File: config.mk
export PLATFORM = sky130hd
export DESIGN_NAME = axi4_rd_arbiter_flat
export DESIGN_NICKNAME = d
export VERILOG_FILES = /design/src/rtl/axi4_rd_arbiter_if.sv /design/src/rtl/axi4_rd_arbiter.sv /design/src/flat_wrapper.sv
export SDC_FILE = /design/constraint.sdc
export NUM_CORES = 1
export LEC_CHECK = 0
export ABC_AREA = 1
export CELL_PAD_IN_SITES_DETAIL_PLACEMENT = 0
export CELL_PAD_IN_SITES_GLOBAL_PLACEMENT = 1
export CORE_UTILIZATION = 20
export DETAILED_ROUTE_END_ITERATION = 10
export GPL_TIMING_DRIVEN = 0
export PLACE_DENSITY = 0.89
export SLEW_MARGIN = 40
export SYNTH_ARGS = -nofsm -noshare
export SYNTH_HDL_FRONTEND = slang
export SYNTH_SLANG_ARGS = --single-unit
File: constraint.sdc
create_clock -name aclk -period 2.7 [get_ports aclk]
set_input_delay 0.675 -clock aclk [delete_from_list [all_inputs] [get_ports aclk]]
set_output_delay 0.675 -clock aclk [all_outputs]
set_load 0.01 [all_outputs]
File: src/rtl/axi4_rd_arbiter_if.sv
// AR/R bundle between N upstream masters, the arbiter and one downstream slave.
// master modport is the arbiter's view; slave modport is the environment driving masters and the slave.
interface axi4_rd_arbiter_if #(
   parameter int N_MST  = 2,
   parameter int ADDR_W = 32,
   parameter int DATA_W = 64,
   parameter int ID_W   = 4,
   parameter int USER_W = 1
) ();
   localparam int IX_W   = $clog2(N_MST);
   localparam int M_ID_W = ID_W + IX_W;
   localparam int SB_W   = 16 + USER_W;

   logic [N_MST-1:0]        s_arvalid;
   logic [N_MST-1:0]        s_arready;
   logic [N_MST*ID_W-1:0]   s_arid;
   logic [N_MST*ADDR_W-1:0] s_araddr;
   logic [N_MST*8-1:0]      s_arlen;
   logic [N_MST*3-1:0]      s_arsize;
   logic [N_MST*2-1:0]      s_arburst;
   logic [N_MST*SB_W-1:0]   s_arsb;
   logic [N_MST-1:0]        s_rvalid;
   logic [N_MST-1:0]        s_rready;
   logic [ID_W-1:0]         s_rid;
   logic [DATA_W-1:0]       s_rdata;
   logic [1:0]              s_rresp;
   logic                    s_rlast;
   logic [USER_W-1:0]       s_ruser;

   logic                    m_arvalid;
   logic                    m_arready;
   logic [M_ID_W-1:0]       m_arid;
   logic [ADDR_W-1:0]       m_araddr;
   logic [7:0]              m_arlen;
   logic [2:0]              m_arsize;
   logic [1:0]              m_arburst;
   logic [SB_W-1:0]         m_arsb;
   logic                    m_rvalid;
   logic                    m_rready;
   logic [M_ID_W-1:0]       m_rid;
   logic [DATA_W-1:0]       m_rdata;
   logic [1:0]              m_rresp;
   logic                    m_rlast;
   logic [USER_W-1:0]       m_ruser;

   modport master (
      input  s_arvalid, s_arid, s_araddr, s_arlen, s_arsize, s_arburst, s_arsb, s_rready,
             m_arready, m_rvalid, m_rid, m_rdata, m_rresp, m_rlast, m_ruser,
      output s_arready, s_rvalid, s_rid, s_rdata, s_rresp, s_rlast, s_ruser,
             m_arvalid, m_arid, m_araddr, m_arlen, m_arsize, m_arburst, m_arsb, m_rready
   );

   modport slave (
      output s_arvalid, s_arid, s_araddr, s_arlen, s_arsize, s_arburst, s_arsb, s_rready,
             m_arready, m_rvalid, m_rid, m_rdata, m_rresp, m_rlast, m_ruser,
      input  s_arready, s_rvalid, s_rid, s_rdata, s_rresp, s_rlast, s_ruser,
             m_arvalid, m_arid, m_araddr, m_arlen, m_arsize, m_arburst, m_arsb, m_rready
   );
endinterface

File: src/rtl/axi4_rd_arbiter.sv
// N:1 AXI4 read arbiter: round-robin AR grant, registered AR (m_arvalid 1 cycle after grant, <=1 AR per 2 cycles),
// held until m_arready; R routed combinationally by ID prefix with per-master outstanding-burst limits.
module axi4_rd_arbiter #(
   parameter int N_MST    = 2,
   parameter int ADDR_W   = 32,
   parameter int DATA_W   = 64,
   parameter int ID_W     = 4,
   parameter int USER_W   = 1,
   parameter int MAX_OUTS = 8
) (
   input  logic              aclk,
   input  logic              areset_n,
   axi4_rd_arbiter_if.master bus,
   output logic              err_rid
);
   localparam int IX_W   = $clog2(N_MST);
   localparam int M_ID_W = ID_W + IX_W;
   localparam int SB_W   = 16 + USER_W;
   localparam int CNT_W  = $clog2(MAX_OUTS + 1);
   localparam logic [IX_W:0]    NUM_MST  = (IX_W+1)'(N_MST);
   localparam logic [CNT_W-1:0] MAX_CNT  = CNT_W'(MAX_OUTS);
   localparam logic [IX_W-1:0]  LAST_MST = IX_W'(N_MST - 1);

   typedef enum logic {IDLE, HOLD} state_t;
   state_t r_state, w_state_nxt;

   logic [IX_W-1:0]   r_rr_ptr, r_gnt, w_gnt, w_ptr_nxt, w_ix;
   logic [IX_W:0]     w_idx;
   logic              w_gnt_vld, w_capture, w_ar_done;
   logic              w_mapped, w_last_hs, w_cnt_zero, w_err_set;
   logic [N_MST-1:0]  w_elig, w_inc, w_dec;
   logic [CNT_W-1:0]  r_outs [N_MST];
   logic [M_ID_W-1:0] r_arid;
   logic [ADDR_W-1:0] r_araddr;
   logic [7:0]        r_arlen;
   logic [2:0]        r_arsize;
   logic [1:0]        r_arburst;
   logic [SB_W-1:0]   r_arsb;

   // First eligible master at or after the round-robin pointer, wrapping.
   always_comb begin
      w_elig    = '0;
      w_gnt_vld = 1'b0;
      w_gnt     = '0;
      w_idx     = '0;
      for (int i = 0; i < N_MST; i++)
         w_elig[i] = bus.s_arvalid[i] && (r_outs[i] < MAX_CNT);
      for (int k = 0; k < N_MST; k++) begin
         w_idx = {1'b0, r_rr_ptr} + (IX_W+1)'(k);
         if (w_idx >= NUM_MST)
            w_idx = w_idx - NUM_MST;
         if (!w_gnt_vld && w_elig[w_idx[IX_W-1:0]]) begin
            w_gnt_vld = 1'b1;
            w_gnt     = w_idx[IX_W-1:0];
         end
      end
   end

   assign w_capture = (r_state == IDLE) && w_gnt_vld && areset_n;
   assign w_ptr_nxt = (r_gnt == LAST_MST) ? '0 : r_gnt + 1'b1;

   always_comb begin
      w_state_nxt   = r_state;
      bus.s_arready = '0;
      bus.m_arvalid = 1'b0;
      w_ar_done     = 1'b0;
      case (r_state)
         IDLE: begin
            if (w_capture) begin
               bus.s_arready[w_gnt] = 1'b1;
               w_state_nxt          = HOLD;
            end
         end
         HOLD: begin
            bus.m_arvalid = 1'b1;
            if (bus.m_arready) begin
               w_ar_done   = 1'b1;
               w_state_nxt = IDLE;
            end
         end
         default: w_state_nxt = IDLE;
      endcase
   end

   // Unmapped prefixes are sunk so a bad slave ID can never wedge the R channel.
   always_comb begin
      w_ix          = bus.m_rid[M_ID_W-1:ID_W];
      w_mapped      = ({1'b0, w_ix} < NUM_MST);
      bus.s_rvalid  = '0;
      bus.m_rready  = 1'b1;
      if (w_mapped) begin
         bus.s_rvalid[w_ix] = bus.m_rvalid;
         bus.m_rready       = bus.s_rready[w_ix];
      end
   end

   assign bus.s_rid   = bus.m_rid[ID_W-1:0];
   assign bus.s_rdata = bus.m_rdata;
   assign bus.s_rresp = bus.m_rresp;
   assign bus.s_rlast = bus.m_rlast;
   assign bus.s_ruser = bus.m_ruser;

   always_comb begin
      w_last_hs  = bus.m_rvalid && bus.m_rready && bus.m_rlast && w_mapped;
      w_cnt_zero = 1'b0;
      w_inc      = '0;
      w_dec      = '0;
      for (int i = 0; i < N_MST; i++) begin
         w_inc[i] = w_capture && (w_gnt == IX_W'(i));
         if (w_last_hs && (w_ix == IX_W'(i))) begin
            if (r_outs[i] == '0)
               w_cnt_zero = 1'b1;
            else
               w_dec[i] = 1'b1;
         end
      end
      w_err_set = (bus.m_rvalid && !w_mapped) || w_cnt_zero;
   end

   always_ff @(posedge aclk) begin
      if (!areset_n) begin
         r_state   <= IDLE;
         r_rr_ptr  <= '0;
         r_gnt     <= '0;
         r_arid    <= '0;
         r_araddr  <= '0;
         r_arlen   <= '0;
         r_arsize  <= '0;
         r_arburst <= '0;
         r_arsb    <= '0;
         err_rid   <= 1'b0;
         for (int i = 0; i < N_MST; i++)
            r_outs[i] <= '0;
      end else begin
         r_state <= w_state_nxt;
         if (w_capture) begin
            r_gnt     <= w_gnt;
            r_arid    <= {w_gnt, bus.s_arid[w_gnt*ID_W +: ID_W]};
            r_araddr  <= bus.s_araddr[w_gnt*ADDR_W +: ADDR_W];
            r_arlen   <= bus.s_arlen[w_gnt*8 +: 8];
            r_arsize  <= bus.s_arsize[w_gnt*3 +: 3];
            r_arburst <= bus.s_arburst[w_gnt*2 +: 2];
            r_arsb    <= bus.s_arsb[w_gnt*SB_W +: SB_W];
         end
         if (w_ar_done)
            r_rr_ptr <= w_ptr_nxt;
         for (int i = 0; i < N_MST; i++) begin
            if (w_inc[i] && !w_dec[i])
               r_outs[i] <= r_outs[i] + 1'b1;
            else if (w_dec[i] && !w_inc[i])
               r_outs[i] <= r_outs[i] - 1'b1;
         end
         if (w_err_set)
            err_rid <= 1'b1;
      end
   end

   assign bus.m_arid    = r_arid;
   assign bus.m_araddr  = r_araddr;
   assign bus.m_arlen   = r_arlen;
   assign bus.m_arsize  = r_arsize;
   assign bus.m_arburst = r_arburst;
   assign bus.m_arsb    = r_arsb;
endmodule

File: src/flat_wrapper.sv
// flat-port wrapper written by rule: the top's interface ports become plain ports
module axi4_rd_arbiter_flat 
#(
   parameter int N_MST    = 2,
   parameter int ADDR_W   = 32,
   parameter int DATA_W   = 64,
   parameter int ID_W     = 4,
   parameter int USER_W   = 1,
   parameter int MAX_OUTS = 8
)
  (aclk, areset_n, err_rid, bus_s_arvalid, bus_s_arid, bus_s_araddr, bus_s_arlen, bus_s_arsize, bus_s_arburst, bus_s_arsb, bus_s_rready, bus_m_arready, bus_m_rvalid, bus_m_rid, bus_m_rdata, bus_m_rresp, bus_m_rlast, bus_m_ruser, bus_s_arready, bus_s_rvalid, bus_s_rid, bus_s_rdata, bus_s_rresp, bus_s_rlast, bus_s_ruser, bus_m_arvalid, bus_m_arid, bus_m_araddr, bus_m_arlen, bus_m_arsize, bus_m_arburst, bus_m_arsb, bus_m_rready);
  axi4_rd_arbiter_if #(.N_MST(N_MST), .ADDR_W(ADDR_W), .DATA_W(DATA_W), .ID_W(ID_W), .USER_W(USER_W)) bus_i ();
  input  logic aclk;
  input  logic areset_n;
  output logic err_rid;
  input wire logic [$bits(bus_i.s_arvalid)-1:0] bus_s_arvalid;
  input wire logic [$bits(bus_i.s_arid)-1:0] bus_s_arid;
  input wire logic [$bits(bus_i.s_araddr)-1:0] bus_s_araddr;
  input wire logic [$bits(bus_i.s_arlen)-1:0] bus_s_arlen;
  input wire logic [$bits(bus_i.s_arsize)-1:0] bus_s_arsize;
  input wire logic [$bits(bus_i.s_arburst)-1:0] bus_s_arburst;
  input wire logic [$bits(bus_i.s_arsb)-1:0] bus_s_arsb;
  input wire logic [$bits(bus_i.s_rready)-1:0] bus_s_rready;
  input wire logic [$bits(bus_i.m_arready)-1:0] bus_m_arready;
  input wire logic [$bits(bus_i.m_rvalid)-1:0] bus_m_rvalid;
  input wire logic [$bits(bus_i.m_rid)-1:0] bus_m_rid;
  input wire logic [$bits(bus_i.m_rdata)-1:0] bus_m_rdata;
  input wire logic [$bits(bus_i.m_rresp)-1:0] bus_m_rresp;
  input wire logic [$bits(bus_i.m_rlast)-1:0] bus_m_rlast;
  input wire logic [$bits(bus_i.m_ruser)-1:0] bus_m_ruser;
  output wire logic [$bits(bus_i.s_arready)-1:0] bus_s_arready;
  output wire logic [$bits(bus_i.s_rvalid)-1:0] bus_s_rvalid;
  output wire logic [$bits(bus_i.s_rid)-1:0] bus_s_rid;
  output wire logic [$bits(bus_i.s_rdata)-1:0] bus_s_rdata;
  output wire logic [$bits(bus_i.s_rresp)-1:0] bus_s_rresp;
  output wire logic [$bits(bus_i.s_rlast)-1:0] bus_s_rlast;
  output wire logic [$bits(bus_i.s_ruser)-1:0] bus_s_ruser;
  output wire logic [$bits(bus_i.m_arvalid)-1:0] bus_m_arvalid;
  output wire logic [$bits(bus_i.m_arid)-1:0] bus_m_arid;
  output wire logic [$bits(bus_i.m_araddr)-1:0] bus_m_araddr;
  output wire logic [$bits(bus_i.m_arlen)-1:0] bus_m_arlen;
  output wire logic [$bits(bus_i.m_arsize)-1:0] bus_m_arsize;
  output wire logic [$bits(bus_i.m_arburst)-1:0] bus_m_arburst;
  output wire logic [$bits(bus_i.m_arsb)-1:0] bus_m_arsb;
  output wire logic [$bits(bus_i.m_rready)-1:0] bus_m_rready;
  assign bus_i.s_arvalid = bus_s_arvalid;
  assign bus_i.s_arid = bus_s_arid;
  assign bus_i.s_araddr = bus_s_araddr;
  assign bus_i.s_arlen = bus_s_arlen;
  assign bus_i.s_arsize = bus_s_arsize;
  assign bus_i.s_arburst = bus_s_arburst;
  assign bus_i.s_arsb = bus_s_arsb;
  assign bus_i.s_rready = bus_s_rready;
  assign bus_i.m_arready = bus_m_arready;
  assign bus_i.m_rvalid = bus_m_rvalid;
  assign bus_i.m_rid = bus_m_rid;
  assign bus_i.m_rdata = bus_m_rdata;
  assign bus_i.m_rresp = bus_m_rresp;
  assign bus_i.m_rlast = bus_m_rlast;
  assign bus_i.m_ruser = bus_m_ruser;
  assign bus_s_arready = bus_i.s_arready;
  assign bus_s_rvalid = bus_i.s_rvalid;
  assign bus_s_rid = bus_i.s_rid;
  assign bus_s_rdata = bus_i.s_rdata;
  assign bus_s_rresp = bus_i.s_rresp;
  assign bus_s_rlast = bus_i.s_rlast;
  assign bus_s_ruser = bus_i.s_ruser;
  assign bus_m_arvalid = bus_i.m_arvalid;
  assign bus_m_arid = bus_i.m_arid;
  assign bus_m_araddr = bus_i.m_araddr;
  assign bus_m_arlen = bus_i.m_arlen;
  assign bus_m_arsize = bus_i.m_arsize;
  assign bus_m_arburst = bus_i.m_arburst;
  assign bus_m_arsb = bus_i.m_arsb;
  assign bus_m_rready = bus_i.m_rready;
  axi4_rd_arbiter #(.N_MST(N_MST), .ADDR_W(ADDR_W), .DATA_W(DATA_W), .ID_W(ID_W), .USER_W(USER_W), .MAX_OUTS(MAX_OUTS)) u_core (.aclk(aclk), .areset_n(areset_n), .bus(bus_i), .err_rid(err_rid));
endmodule
Yosys cells after proc, flatten, opt, wreduce, memory -nomap -nowiden
Memory sizes are Yosys's and may differ from the RTL's.
Index checks and enable logic that the tools add are counted.
{"block": "totals", "reg_bits": 71, "ram_bits": 8, "in_bits": 213, "out_inout_bits": 146, "elab_cells": 121, "n_memories": 1}
{"block": "op_classes", "addsub": 8, "mul": 2, "n_lt_le_gt_ge": 10, "shifts": 6, "mux": 52, "bitwise_logic": 8, "reduce_logical": 24}
{"name": "u_core.r_outs", "depth": 2, "word_bits": 4, "read_ports": 2, "rd_clocked_by_memory_dff": 0, "write_ports": 2, "line": "axi4_rd_arbiter.sv:32", "source": "logic [CNT_W-1:0] r_outs [N_MST];"}
{"operator": "$shiftx 64x7->32", "count": 1}
{"operator": "$mux 1", "count": 43}
{"operator": "$shiftx 34x7->17", "count": 1}
{"operator": "$logic_and 1x1->1", "count": 17}
{"operator": "$mux 4", "count": 4}
{"operator": "$shiftx 16x5->8", "count": 1}
{"operator": "$add 4x1->4 const B", "count": 2}
{"operator": "$logic_not 4->1", "count": 2}
{"operator": "$lt 1x2->1 const B", "count": 4}
{"operator": "$lt 4x4->1 const B", "count": 2}
{"operator": "$shiftx 8x4->4", "count": 1}
{"operator": "$sub 4x1->4 const B", "count": 2}
{"operator": "$mul 1x5->6 const B", "count": 1}
{"operator": "$shiftx 6x4->3", "count": 1}
{"operator": "$logic_not 1->1", "count": 5}
{"operator": "$mux 2", "count": 2}
{"operator": "$or 1x1->1", "count": 4}
{"operator": "$shiftx 4x3->2", "count": 1}
{"operator": "$mul 1x2->3 const B", "count": 1}
{"operator": "$not 1->1", "count": 3}
{"operator": "$add 1x1->2 const B", "count": 1}
{"operator": "$and 2x2->2", "count": 1}
{"operator": "$demux 1 s1", "count": 2}
{"operator": "$ge 1x1->1 const B", "count": 2}
{"operator": "5 further kinds", "count": 6}

Logic depth before layout (Yosys ltp)
An unclocked memory read counts as a cell.
{"block": "logic_depth", "ltp_word": 19, "ltp_mapped": 17}

Worst setup path after synthesis
No wires, ideal clock.
{"block": "synth_timing", "path_type": "input port to flip-flop", "start": "input bus_m_rid[4]", "end": "memory u_core.r_outs[0][3] (netlist name), data pin", "setup_ns": 0.250, "t_arrival_ns": 2.128, "t_required_ns": 2.450, "path_slack_ns": 0.322, "path_stages": 16, "n_path_buf": 0, "path_cell_list": "inv_1 > nand2_1 > nor2_1 > nand2_1 > inv_1 > nand3_1 > inv_1 > ha_1 > a21oi_1 > nand3_1 > nand2_1 > inv_1 > nand2_1 > nand2_1 > nand2_1 > inv_1"}
{"item": "start: declaration", "line": "flat_wrapper.sv:26", "source": "input wire logic [$bits(bus_i.m_rid)-1:0] bus_m_rid;"}
{"item": "end: declaration", "line": "axi4_rd_arbiter.sv:32"}

Worst setup path in the final report
{"block": "layout_timing", "start": "input bus_s_arvalid[0]", "end": "output bus_s_arready[1]"}
{"block": "layout_between", "elab_chain_cells": 13}
{"item": "start: declaration", "line": "flat_wrapper.sv:16", "source": "input wire logic [$bits(bus_i.s_arvalid)-1:0] bus_s_arvalid;"}
{"item": "$logic_and 1x1->1 (*)", "line": "axi4_rd_arbiter.sv:47", "source": "w_elig[i] = bus.s_arvalid[i] && (r_outs[i] < MAX_CNT);"}
{"item": "$mux 1 (implied by the code) (2 in a row)", "line": "axi4_rd_arbiter.sv:52", "source": "if (!w_gnt_vld && w_elig[w_idx[IX_W-1:0]]) begin"}
{"item": "$mux 1", "line": "axi4_rd_arbiter.sv:52"}
{"item": "$logic_not 1->1", "line": "axi4_rd_arbiter.sv:52"}
{"item": "$logic_and 1x1->1", "line": "axi4_rd_arbiter.sv:52"}
{"item": "$mux 1", "line": "axi4_rd_arbiter.sv:52"}
{"item": "$lt 1x2->1 (implied by the code) / $ge 1x1->1 (equally long branches)", "line": "axi4_rd_arbiter.sv:70", "source": "bus.s_arready[w_gnt] = 1'b1;"}
{"item": "$logic_and 1x1->1 (implied by the code)", "line": "axi4_rd_arbiter.sv:70"}
{"item": "$mux 1 (implied by the code)", "line": "axi4_rd_arbiter.sv:70"}
{"item": "$demux 1 s1"}
{"item": "$mux 2 (*)", "line": "axi4_rd_arbiter.sv:69", "source": "if (w_capture) begin"}
{"item": "$mux 2 (*)", "line": "axi4_rd_arbiter.sv:67", "source": "case (r_state)"}
{"item": "end: declaration", "line": "flat_wrapper.sv:31", "source": "output wire logic [$bits(bus_i.s_arready)-1:0] bus_s_arready;"}
Mark *: on every way between the ends. The rest lies on a longest branch, timed or not. The select of a mux whose other input is x is not followed.

==> run_results.csv <==
group,metric,value,unit
critical_path,start_kind,"primary input",
drt,remaining_drc_errors,0,
timing,final_worst_path_period_share,96.0,%
critical_path,crit_arrival,1920,ps
timing,clock.fmax,386,MHz
power_and_ir_drop,switching_power,954,uW
clock_tree,clock_tree_from_tritoncts,"done",
critical_path,rr_endpoint,"u_core.r_outs[0][3]",
job,max-cap-violations,0,
grt,total_congestion_overflow_after_global_routing,0,
timing,hold_slack,486,ps
critical_path,worst-path-buf-inv,3,
clock_tree,postCtsHoldBufs,0,
placement,placement.setup.worst_slack,-603,ps
drt,dr.pass1.iters,4,
synth,synthXorXnorAreaFrac,1.07,%
floorplanning,dieWidth,145,um
drt,maxUsedRoutingLayer,"met4",
power_and_ir_drop,power_leakage,3.00,nW
timing,hold_violations,0,
timing,fin_skew,3.66,ps
floorplanning,initial_core_utilization,20.7,%
power_and_ir_drop,totalPowerFinal,3.62,mW
drt,antenna_violating_nets_post_route,0,
placement,port_buffers,287,
placement,dpl.hpwl,11800,um
synth,synth_warnings,0,
drt,met3_length,1350,um
critical_path,worst-path-stages,7,
grt,antenna_found_initial,0,
critical_path,regToRegStartpoint,"u_core.r_outs[1][3]",
critical_path,critPathSlowestCell,"sky130_fd_sc_hd__clkdlybuf4s50_1",
drt,vias,4518,
critical_path,path_max_fanout,10,
power_and_ir_drop,power_density,473,mW/mm^2
timing,pin_slew_with_the_least_headroom_to_its_limit,670,ps
critical_path,crit_chain,"clkdlybuf4s50_1 > nand2_1 > nand2_2 > nand2_4 > nor2_4 > buf_6 > clkbuf_2",
final_layout,layout.cells.most_common_list,"sky130_fd_sc_hd__clkdlybuf4s50_1, sky130_fd_sc_hd__nand2_1, sky130_fd_sc_hd__buf_4",
critical_path,worstSetupPathType,"in2out",
synth,adder_and_majority_gate_portion_of_the_synthesized_area,1.72,%
drt,drt_first_iter_violations,174,
final_layout,layout_commonest_cell,"sky130_fd_sc_hd__clkdlybuf4s50_1",
synth,synthCells,551,
critical_path,timing.reg2reg.worst_path_depth,15,
synth,distinct_cell_type_count_after_synthesis,25,
placement,post-place-cells,1103,
power_and_ir_drop,netSwitchingFraction,26.3,%
final_layout,fin_util,38.8,%
drt,detail_route.wirelength,15200,um
synth,yosys.area_share.simple,25.4,%
drt,met1_length,6120,um
power_and_ir_drop,clock_power_share,35.4,%
floorplanning,floorplan.io_pins,359,
drt,detailroute.wirelength.met2,7500,um
timing,slew_violations,0,
status,outcome,"completed",
final_layout,layout-drive-gt1-share,14.6,%
synth,synth_top_family_by_area,"simple AND/OR/NAND/NOR gates",
worst_hold_path,timing.hold.worst.class,"reg2reg",
synth,postSynthRegisterBits,78,
worst_hold_path,whs_path_depth,2,
drt,routedWlPerCell,13.5,um
final_layout,layout.nets,1070,
synth,synth_compound_gate_area_share,11.2,%
timing,setup_viol,0,
placement,cell_area_reported_after_detailed_placement,0.00728,mm^2
critical_path,timing.critical_path.max_delay_family,"buffers and inverters",
final_layout,stdcell_area,0.00765,mm^2
worst_hold_path,hp-start,"u_core.bus.m_araddr[6]",
synth,ys_seq_area_share,40.2,%
floorplanning,row_count,51,
synth,post_synth_instance_area,0.00408,mm^2
clock_tree,cts-root-buf,"sky130_fd_sc_hd__clkbuf_16",
timing,setup_total_negative_slack,0,ps
synth,postSynthNetCount,769,
power_and_ir_drop,combinationalPowerShare,27.9,%
timing,postLayoutSetupSlackWorst,107,ps
power_and_ir_drop,worst_ir_drop_vdd,0.249,mV
clock_tree,clkSinkCount,78,
grt,number_of_global_route_vias_before_repair,4231,
critical_path,timing.critical_path.slowest_cell_delay,480,ps
grt,grt.total_usage,13.9,%
clock_tree,cts_htree_levels,3,
grt,grt_max_degree,13,
placement,place.gp.congestion,0.787,
worst_hold_path,whs_endpoint,"u_core.bus.m_araddr[6]",
final_layout,final_cell_count_no_fill,1123,
clock_tree,path_clk_slew,60,ps
critical_path,critPathRequiredTime,2030,ps
clock_tree,ctsLongestPathBuffers,2,
critical_path,cp-end-kind,"output pin",
floorplanning,die_h,145,um
final_layout,flow.area_growth_from_synthesis,87.6,%
synth,synth_mux_area_share,0,%
drt,average_via_count_per_standard_cell,4.02,
clock_tree,cts_buffers,9,
timing,period_minus_slack,2590,ps
power_and_ir_drop,sequential_power_share,36.7,%
timing,max_slew_margin,55.4,%
grt,grt_first_pass_wirelength,21700,um
synth,synth_area_per_cell,7.40,um^2
clock_tree,worstSkewPairLatency,330,ps
floorplanning,design.die.area,0.0210,mm^2
power_and_ir_drop,internal_power,2.67,mW
floorplanning,floorplan.core_area,0.0197,mm^2
critical_path,r2r_slack,500,ps
[state kept, by name (all words and copies together) (netlist names)]
register	flops
u_core.bus.m_arsb	17
u_core.bus.m_arid	4
u_core.r_state	1
u_core.bus.m_arlen	8
u_core.r_outs	8
u_core.err_rid	1
u_core.bus.m_araddr	32
u_core.r_gnt	1
u_core.bus.m_arburst	2
u_core.r_rr_ptr	1
u_core.bus.m_arsize	3
[synth_stat cells (all sizes together)]
master | instances | area share (%)
ha | 4 | 1.2
buf | 91 | 17
nand3 | 11 | 1.6
a311oi | 1 | 0.21
xnor2 | 2 | 0.43
a21oi | 4 | 0.49
clkbuf | 10 | 0.92
nor3 | 1 | 0.12
fa | 1 | 0.49
edfxtp | 8 | 5.9
a31oi | 67 | 10
o31ai | 1 | 0.18
xor2 | 3 | 0.64
nor2 | 10 | 1.1
inv | 29 | 2.7
nand2 | 235 | 22
nand4 | 3 | 0.46
dfxtp | 70 | 34
[cell families after synthesis]
logic type / after synthesis
and+or+nand+nor: 260
DFF: 78
buffers and inverters: 130
xor gates and xnor gates: 5
adders and majority gates: 5
AOI/OAI and AO/OA: 73
[worst max path at each step]
stage / start / endpoint / slack, ps
4_1_cts: bus_s_arvalid[0] / bus_s_arready[1] / -40
3_5_place_dp: areset_n / bus_s_arready[1] / -600
5_1_grt: bus_m_rvalid / u_core.r_outs[0][3] / -10
2_1_floorplan: bus_m_rid[4] / u_core.r_outs[0][3] / 320
6_report: bus_s_arvalid[0] / bus_s_arready[1] / 110
3_3_place_gp: areset_n / bus_s_arready[1] / -610
[power groups by stage]
stage               Sequential [mW]  Clock, mW  Combinational (mW)
floorplan                      1.38          0               0.396
global placement               1.35          0                1.00
detailed placement             1.35          0                1.01
CTS                            1.33       1.33                1.02
global route                   1.34       1.36                1.10
finish                         1.33       1.28                1.01
[what timing repair did]
item                                    in CTS  in global routing
gates resized for setup                      9                  9
setup buffers                                4                  0
endpoints found under the setup margin       3                  2
pin swaps                                    2                  2
[routing by layer]
| layer | GRT usage, % | vias to the layer above |
|---|---|---|
| li1 | - | 2316 |
| met1 | 16.0 | 1990 |
| met2 | 24.0 | 196 |
| met3 | 4.77 | 16 |
| met4 | 4.76 | 0 |
| met5 | 0 | - |
[worst reg2reg max path: stages, from the launching register on]
cell and delay (ps):
sky130_fd_sc_hd__edfxtp_1 480, sky130_fd_sc_hd__inv_2 90, sky130_fd_sc_hd__nand2_2 70, sky130_fd_sc_hd__nand2_2 110, sky130_fd_sc_hd__nand3_4 130, sky130_fd_sc_hd__nand3_4 130, sky130_fd_sc_hd__inv_2 50, sky130_fd_sc_hd__ha_1 340
sky130_fd_sc_hd__a21oi_2 160, sky130_fd_sc_hd__nand2_1 70, sky130_fd_sc_hd__nand2_1 60, sky130_fd_sc_hd__nand2_1 70, sky130_fd_sc_hd__nand4_1 80, sky130_fd_sc_hd__nand2_1 50, sky130_fd_sc_hd__nand2_1 50, sky130_fd_sc_hd__inv_1 40
[final cells by class]
cell class / instances / area, um^2
multi-input cells: 343 / 1630
clock inverters: 6 / 76.3
clock buffers: 10 / 229
fillers: 2004 / 12100
diodes: 1 / 2.50
repair buffers: 291 / 2900
inverters: 29 / 114
flip-flops and latches: 78 / 1640
plain buffers: 100 / 724
well taps: 265 / 332
Note: power is estimated with default switching activity, not from simulation.
